--- src/rtl/fft_pkg.sv ---
// Shared definitions for the FFT output reorder slice.
//   FFT_DW / FFT_N / FFT_LOGN : sample width, frame length, index width
//   sample_t                  : one complex sample {re, im}
//   rd_state_t                : read-side FSM states
//   bitrev()                  : FFT_LOGN-bit index reversal
package fft_pkg;

    localparam int FFT_DW   = 17;
    localparam int FFT_N    = 32;
    localparam int FFT_LOGN = 5;

    typedef struct packed {
        logic signed [FFT_DW-1:0] re;
        logic signed [FFT_DW-1:0] im;
    } sample_t;

    typedef enum logic {
        RD_IDLE = 1'b0,
        RD_READ = 1'b1
    } rd_state_t;

    function automatic logic [FFT_LOGN-1:0] bitrev(input logic [FFT_LOGN-1:0] idx);
        logic [FFT_LOGN-1:0] r;
        for (int b = 0; b < FFT_LOGN; b++) begin
            r[b] = idx[FFT_LOGN-1-b];
        end
        return r;
    endfunction

endpackage

--- src/rtl/reorder_bank.sv ---
// One N-entry bank of the reorder double buffer.
//   clk   : rising-edge clock
//   we    : write enable, writes wdata to mem[waddr] on the clock edge
//   waddr : write address
//   wdata : packed {re, im} sample
//   raddr : read address (combinational read)
//   rdata : mem[raddr]
// Contents are not reset; a bank is only read after it has been fully written.
module reorder_bank #(
    parameter int DW   = 17,
    parameter int N    = 32,
    parameter int LOGN = 5
) (
    input  logic              clk,
    input  logic              we,
    input  logic [LOGN-1:0]   waddr,
    input  logic [2*DW-1:0]   wdata,
    input  logic [LOGN-1:0]   raddr,
    output logic [2*DW-1:0]   rdata
);

    logic [2*DW-1:0] mem [N];

    always_ff @(posedge clk) begin
        if (we) begin
            mem[waddr] <= wdata;
        end
    end

    assign rdata = mem[raddr];

endmodule

--- src/rtl/fft_out_reorder.sv ---
// Output reorder buffer for the 32-point FFT. Samples arrive in bit-reversed
// order; each frame is written to one of two banks at its natural index and
// read back out in natural order 0..N-1 while the other bank fills.
//   clk        : rising-edge clock
//   rst        : asynchronous reset, active low
//   valid_i    : input sample valid (one sample per asserted cycle)
//   data_in_r  : input real part, signed
//   data_in_i  : input imaginary part, signed
//   valid_o    : output sample valid
//   data_out_r : output real part, signed
//   data_out_i : output imaginary part, signed
//   index_o    : natural-order bin index of the current output
//   err_o      : sticky overflow flag (sample arrived with no free bank)
module fft_out_reorder
    import fft_pkg::*;
#(
    parameter int DW   = FFT_DW,
    parameter int N    = FFT_N,
    parameter int LOGN = FFT_LOGN
) (
    input  logic                 clk,
    input  logic                 rst,
    input  logic                 valid_i,
    input  logic signed [DW-1:0] data_in_r,
    input  logic signed [DW-1:0] data_in_i,
    output logic                 valid_o,
    output logic signed [DW-1:0] data_out_r,
    output logic signed [DW-1:0] data_out_i,
    output logic [LOGN-1:0]      index_o,
    output logic                 err_o
);

    localparam logic [LOGN-1:0] LAST = LOGN'(N - 1);

    logic [LOGN-1:0] wcnt;
    logic [LOGN-1:0] rcnt;
    logic            wbank;
    logic            rbank;
    logic [1:0]      full;
    logic [1:0]      full_set;
    logic [1:0]      full_clr;
    logic [1:0]      bank_we;
    logic            wr_open;
    logic            wr_en;
    logic            ovf;
    rd_state_t       rd_state;

    sample_t         wword;
    sample_t         rword;
    logic [2*DW-1:0] rword0;
    logic [2*DW-1:0] rword1;
    logic [LOGN-1:0] waddr;

    // Bank bookkeeping. The reader frees a bank on the same edge that it
    // issues index N-1; at full input rate the next frame's first sample
    // lands on that very edge, so a bank being released counts as open.
    // Its first write goes to address bitrev(0)=0 while the reader is on N-1.
    always_comb begin
        full_clr        = '0;
        full_set        = '0;
        bank_we         = '0;
        full_clr[rbank] = (rd_state == RD_READ) && (rcnt == LAST);
        wr_open         = !full[wbank] || full_clr[wbank];
        wr_en           = valid_i && wr_open;
        full_set[wbank] = wr_en && (wcnt == LAST);
        bank_we[wbank]  = wr_en;
        ovf             = (valid_i && !wr_open) || (|(full_set & full_clr));
    end

    assign wword = '{re: data_in_r, im: data_in_i};
    assign waddr = bitrev(wcnt);
    assign rword = rbank ? rword1 : rword0;

    reorder_bank #(.DW(DW), .N(N), .LOGN(LOGN)) u_bank0 (
        .clk   (clk),
        .we    (bank_we[0]),
        .waddr (waddr),
        .wdata (wword),
        .raddr (rcnt),
        .rdata (rword0)
    );

    reorder_bank #(.DW(DW), .N(N), .LOGN(LOGN)) u_bank1 (
        .clk   (clk),
        .we    (bank_we[1]),
        .waddr (waddr),
        .wdata (wword),
        .raddr (rcnt),
        .rdata (rword1)
    );

    // Write side: counts accepted samples, flips banks at end of frame.
    // A set and a clear of the same full bit on one edge resolve to set.
    always_ff @(posedge clk or negedge rst) begin
        if (!rst) begin
            wcnt  <= '0;
            wbank <= 1'b0;
            full  <= '0;
            err_o <= 1'b0;
        end else begin
            full <= (full & ~full_clr) | full_set;
            if (ovf) begin
                err_o <= 1'b1;
            end
            if (wr_en) begin
                if (wcnt == LAST) begin
                    wcnt  <= '0;
                    wbank <= ~wbank;
                end else begin
                    wcnt <= wcnt + 1'b1;
                end
            end
        end
    end

    // Read side: IDLE waits for a full bank, READ streams it in natural order
    // and chains directly into the other bank if it is already full.
    always_ff @(posedge clk or negedge rst) begin
        if (!rst) begin
            rd_state   <= RD_IDLE;
            rcnt       <= '0;
            rbank      <= 1'b0;
            valid_o    <= 1'b0;
            data_out_r <= '0;
            data_out_i <= '0;
            index_o    <= '0;
        end else begin
            case (rd_state)
                RD_IDLE: begin
                    valid_o <= 1'b0;
                    if (full[rbank]) begin
                        rd_state <= RD_READ;
                        rcnt     <= '0;
                    end
                end
                RD_READ: begin
                    valid_o    <= 1'b1;
                    data_out_r <= rword.re;
                    data_out_i <= rword.im;
                    index_o    <= rcnt;
                    if (rcnt == LAST) begin
                        rcnt  <= '0;
                        rbank <= ~rbank;
                        if (!full[~rbank]) begin
                            rd_state <= RD_IDLE;
                        end
                    end else begin
                        rcnt <= rcnt + 1'b1;
                    end
                end
                default: rd_state <= RD_IDLE;
            endcase
        end
    end

endmodule

--- config.mk ---
export PLATFORM = sky130hd
export DESIGN_NAME = fft_out_reorder
export DESIGN_NICKNAME = d
export VERILOG_FILES = /design/src/rtl/fft_pkg.sv /design/src/rtl/reorder_bank.sv /design/src/rtl/fft_out_reorder.sv
export SDC_FILE = /design/constraint.sdc
export NUM_CORES = 2
export LEC_CHECK = 0
export ABC_CLOCK_PERIOD_IN_PS = 12500
export BUFFER_PORTS_ARGS = -buffer_cell sky130_fd_sc_hd__buf_2
export CAP_MARGIN = 30
export CORE_MARGIN = 1
export CORE_UTILIZATION = 60
export CTS_CLUSTER_SIZE = 14
export DETAILED_ROUTE_END_ITERATION = 7
export HOLD_SLACK_MARGIN = 0.05
export PLACE_DENSITY = 0.84
export SLEW_MARGIN = 20
export SYNTH_ARGS = -nofsm -noshare
export SYNTH_HDL_FRONTEND = slang
export SYNTH_SLANG_ARGS = --single-unit
export TNS_END_PERCENT = 30
--- constraint.sdc ---
create_clock -name clk -period 12.5 [get_ports clk]
set_clock_uncertainty 0.2 [all_clocks]
set_input_delay 2.5 -clock clk [delete_from_list [all_inputs] [get_ports clk]]
set_output_delay 2.5 -clock clk [all_outputs]
set_load 0.05 [all_outputs]
==> run_results.csv <==
group,metric,value,unit
run_status,outcome,"finished, final reports clean",
synthesis,synth_top_area_frac,0.763,
placement,io_buffer_count,77,
clock_network,clock_path_buffers,3,
worst_setup_path,crit_arrival,5960,ps
synthesis,synth_fa_ha_area_frac,0.00132,
worst_setup_path,end_kind,"flip-flop",
worst_setup_path,crit_type,"flip-flop to flip-flop",
synthesis,syn_area,0.0856,mm²
synthesis,yosys-top-cells-area,"edfxtp_1 76%, mux4_2 11%, mux2i_1 3.2%",
clock_network,clkSlewWorstSetupHoldPaths,60,ps
detailed_routing,firstDrtPassIters,8,
synthesis,synthFlopType,"edfxtp_1",
synthesis,synth-compound-area-share,0.0367,
timing,drv_slew,0,
detailed_routing,ant_nets,0,
clock_network,htree_levels,4,
synthesis,syn_area_per_cell,21.6,µm²
timing,fin_tns_setup,0,ps
worst_setup_path,crit_path_start_kind,"flip-flop",
clock_network,cts.sinks,2232,
final_layout,ff_latch_area,0.0668,mm²
detailed_routing,drt_iter0_drc,8771,
synthesis,syn_inst,3971,
job,maxCapViolCount,0,
die,core,0.142,mm²
synthesis,synth.cells.most_frequent,"2,176 x edfxtp_1, 428 x mux4_2, 277 x mux2i_1",
placement,gp_congestion,0.878,
timing,fin_worst_hold_slack,293,ps
worst_setup_path,r2r.worst_path.cells,9,
worst_setup_path,cp_slowest_cell,"dfrtp_4",
placement,dpl.hpwl,124000,µm
synthesis,synth-edff-count,2176,
synthesis,synth_top_family_by_area,"multiplexers",
timing,min_period_over_period,0.454,
detailed_routing,drc,0,
synthesis,synth_fp_nets,4017,
worst_setup_path,cp_common_cell,"ha_1",
synthesis,synth_seq_cells,2232,
die,die-area,0.144,mm²
global_routing,grt_max_degree,111,
synthesis,synth.distinct_cells,59,
die,ios,78,
pwr,power.leakage,0.0286,µW
global_routing,use_met1,0.425,
clock_network,tritoncts,"yes",
synthesis,yosys_warnings,0,
timing,setup_viol,0,
clock_network,cts-root-buf,"clkbuf_16",
final_layout,syn2layout_area_growth,12.0,%
clock_network,cts_setup_buffers,0,
timing,clock.fmax,176,MHz
worst_setup_path,cpPeakStageDelay,1000,ps
final_layout,multiInputGateArea,0.0182,mm²
global_routing,grt_pass1_vias,45500,
final_layout,nFillCells,7829,
global_routing,grt_remaining_overflow,0,
final_layout,finalInstanceArea,0.0959,mm²
clock_network,clock_latency,850,ps
pwr,ir_drop,0.000170,V
global_routing,grt_antenna_before_repair,15,
timing,slew_headroom,0.279,
detailed_routing,via_per_inst,7.51,
placement,pre_cts_ws,6420,ps
die,die_h,380,µm
die,std_cell_rows,138,
clock_network,numCtsBuffers,198,
timing,worstMarginPinSlew,1060,ps
timing,fin_ws,6830,ps
timing,hold_viol,0,
timing,finalCriticalPeriod,5670,ps
synthesis,synth_async_sr_flop_share,0.0251,
detailed_routing,vias,46600,
global_routing,top_usage_layer,"met2",
clock_network,post_cts_resized,0,
synthesis,yosysTopAreaCell,"edfxtp_1",
detailed_routing,wl_per_cell,39.2,µm
final_layout,utilization,0.677,
die,die_w,380,µm
global_routing,grt_usage,0.328,
placement,placed_cell_area,0.0897,mm²
worst_hold_path,hold_depth,1,
synthesis,muxShareOfSynthArea,0.152,
clock_network,holdBufCountCts,0,
global_routing,use_met3,0.0750,
worst_setup_path,crit_fanout,45,
die,start_util,0.605,
final_layout,num-nets-final,4216,
global_routing,grt_pass1_wl,334000,µm
worst_hold_path,hold_class,"flip-flop to flip-flop",
worst_setup_path,critPathRequiredTime,12780,ps
synthesis,ys_seq_area_frac,0.779,
pwr,p_per_area,157,mW/mm²
synthesis,synth_xor_area_frac,0.000511,
detailed_routing,routed_wl,243000,µm
global_routing,grt_use_met2,0.515,
timing,rsz0062_at_grt,"no",
synthesis,yosys.area_share.simple,0.0156,
final_layout,layout-drive-gt1-share,0.247,
synthesis,synth_most_common_cell,"edfxtp_1",
worst_setup_path,cp_cell_sequence,"ha_1 -> and3_1 -> ha_1 -> nand2_1 -> nor2_1 -> o21a_1 -> nand3b_1 -> nor2_4 -> buf_4",
metal layers:
metal / vias up / part of all wire
met1: 23400 / 0.32
met2: 5185 / 0.47
li1: 17100 / -
met4: 20 / 0.074
met3: 976 / 0.14
met5: - / 0.00051
sequential cells by signal, indices dropped and copies added (netlist names):
name         flops
valid_o          1
data_out_r      17
u_bank0.mem   1088
wcnt             5
full             2
rcnt             5
wbank            1
u_bank1.mem   1088
err_o            1
rbank            1
data_out_i      17
index_o          5
rd_state         1
kinds of logic after synthesis:
family,Yosys count
flops,2232
mux,760
compound gates,427
simple gates,291
buf+inv,247
fa+ha+maj,9
xor+xnor,5
cell usage in the layout, fill, tap and decap left out, drive strengths merged, types with 3 or more instances in the layout:
cell type and count:
o311ai 23, o31ai 25, nand2 64, a211oi 28, mux4 428, nor2 132, a31oi 3, nand3 14
or2 4, a21oi 36, diode 4, xnor2 3, buf 236, o211ai 29, dfrtp 56, nand2b 13
mux2i 277, mux2 55, nor2b 37, o22ai 57, o221ai 51, and2 3, edfxtp 2176, ha 9
bufinv 7, o221a 23, clkinv 75, a2111oi 5, nand4b 3, clkbuf 251, or3 4, o21ai 41
nand4 4, and3 3, a22oi 92, inv 20
where the power goes:
part           switching, µW  internal, µW
logic                    505           190
registers               95.4          8410
clock network           2730          3090
total                   3330         11700
worst paths after layout:
check,start,to,slack [ps]
setup / recovery,rcnt[1],u_bank0.mem[20][22],6830
hold / removal,err_o,err_o,290
setup reg to reg,rcnt[1],u_bank0.mem[20][22],6830
hold reg to reg,err_o,err_o,290
max in group asynchronous,rst,rd_state,9540
min in group asynchronous,rst,index_o[1],1430
through the flow:
| step | total power, µW | instances |
|---|---|---|
| floorplan | 8860 | 3971 |
| global placement | 9170 | 5797 |
| detailed placement | 9260 | 5850 |
| CTS | 15000 | 6195 |
| global route | 15300 | 6205 |
| finish | 15000 | 6209 |
cell type report:
cell class	count	area share
Sequential cell	2232	0.696
Multi-Input combinational cell	1492	0.190
Clock buffer	251	0.0543
Timing Repair Buffer	236	0.0266
Tap cell	1890	0.0247
Clock inverter	94	0.00784
Inverter	10	0.000392
Antenna cell	4	0.000104
worst max-delay path, delay by kind of cell (launching register included):
| kind | cells | cell delay (ps) |
|---|---|---|
| AOI/OAI and AO/OA | 1 | 670 |
| adders and majority gates | 2 | 540 |
| buffers and inverters | 1 | 470 |
| DFF | 1 | 1000 |
| and+or+nand+nor | 5 | 2390 |
Note: power is estimated with default switching activity, not from simulation.
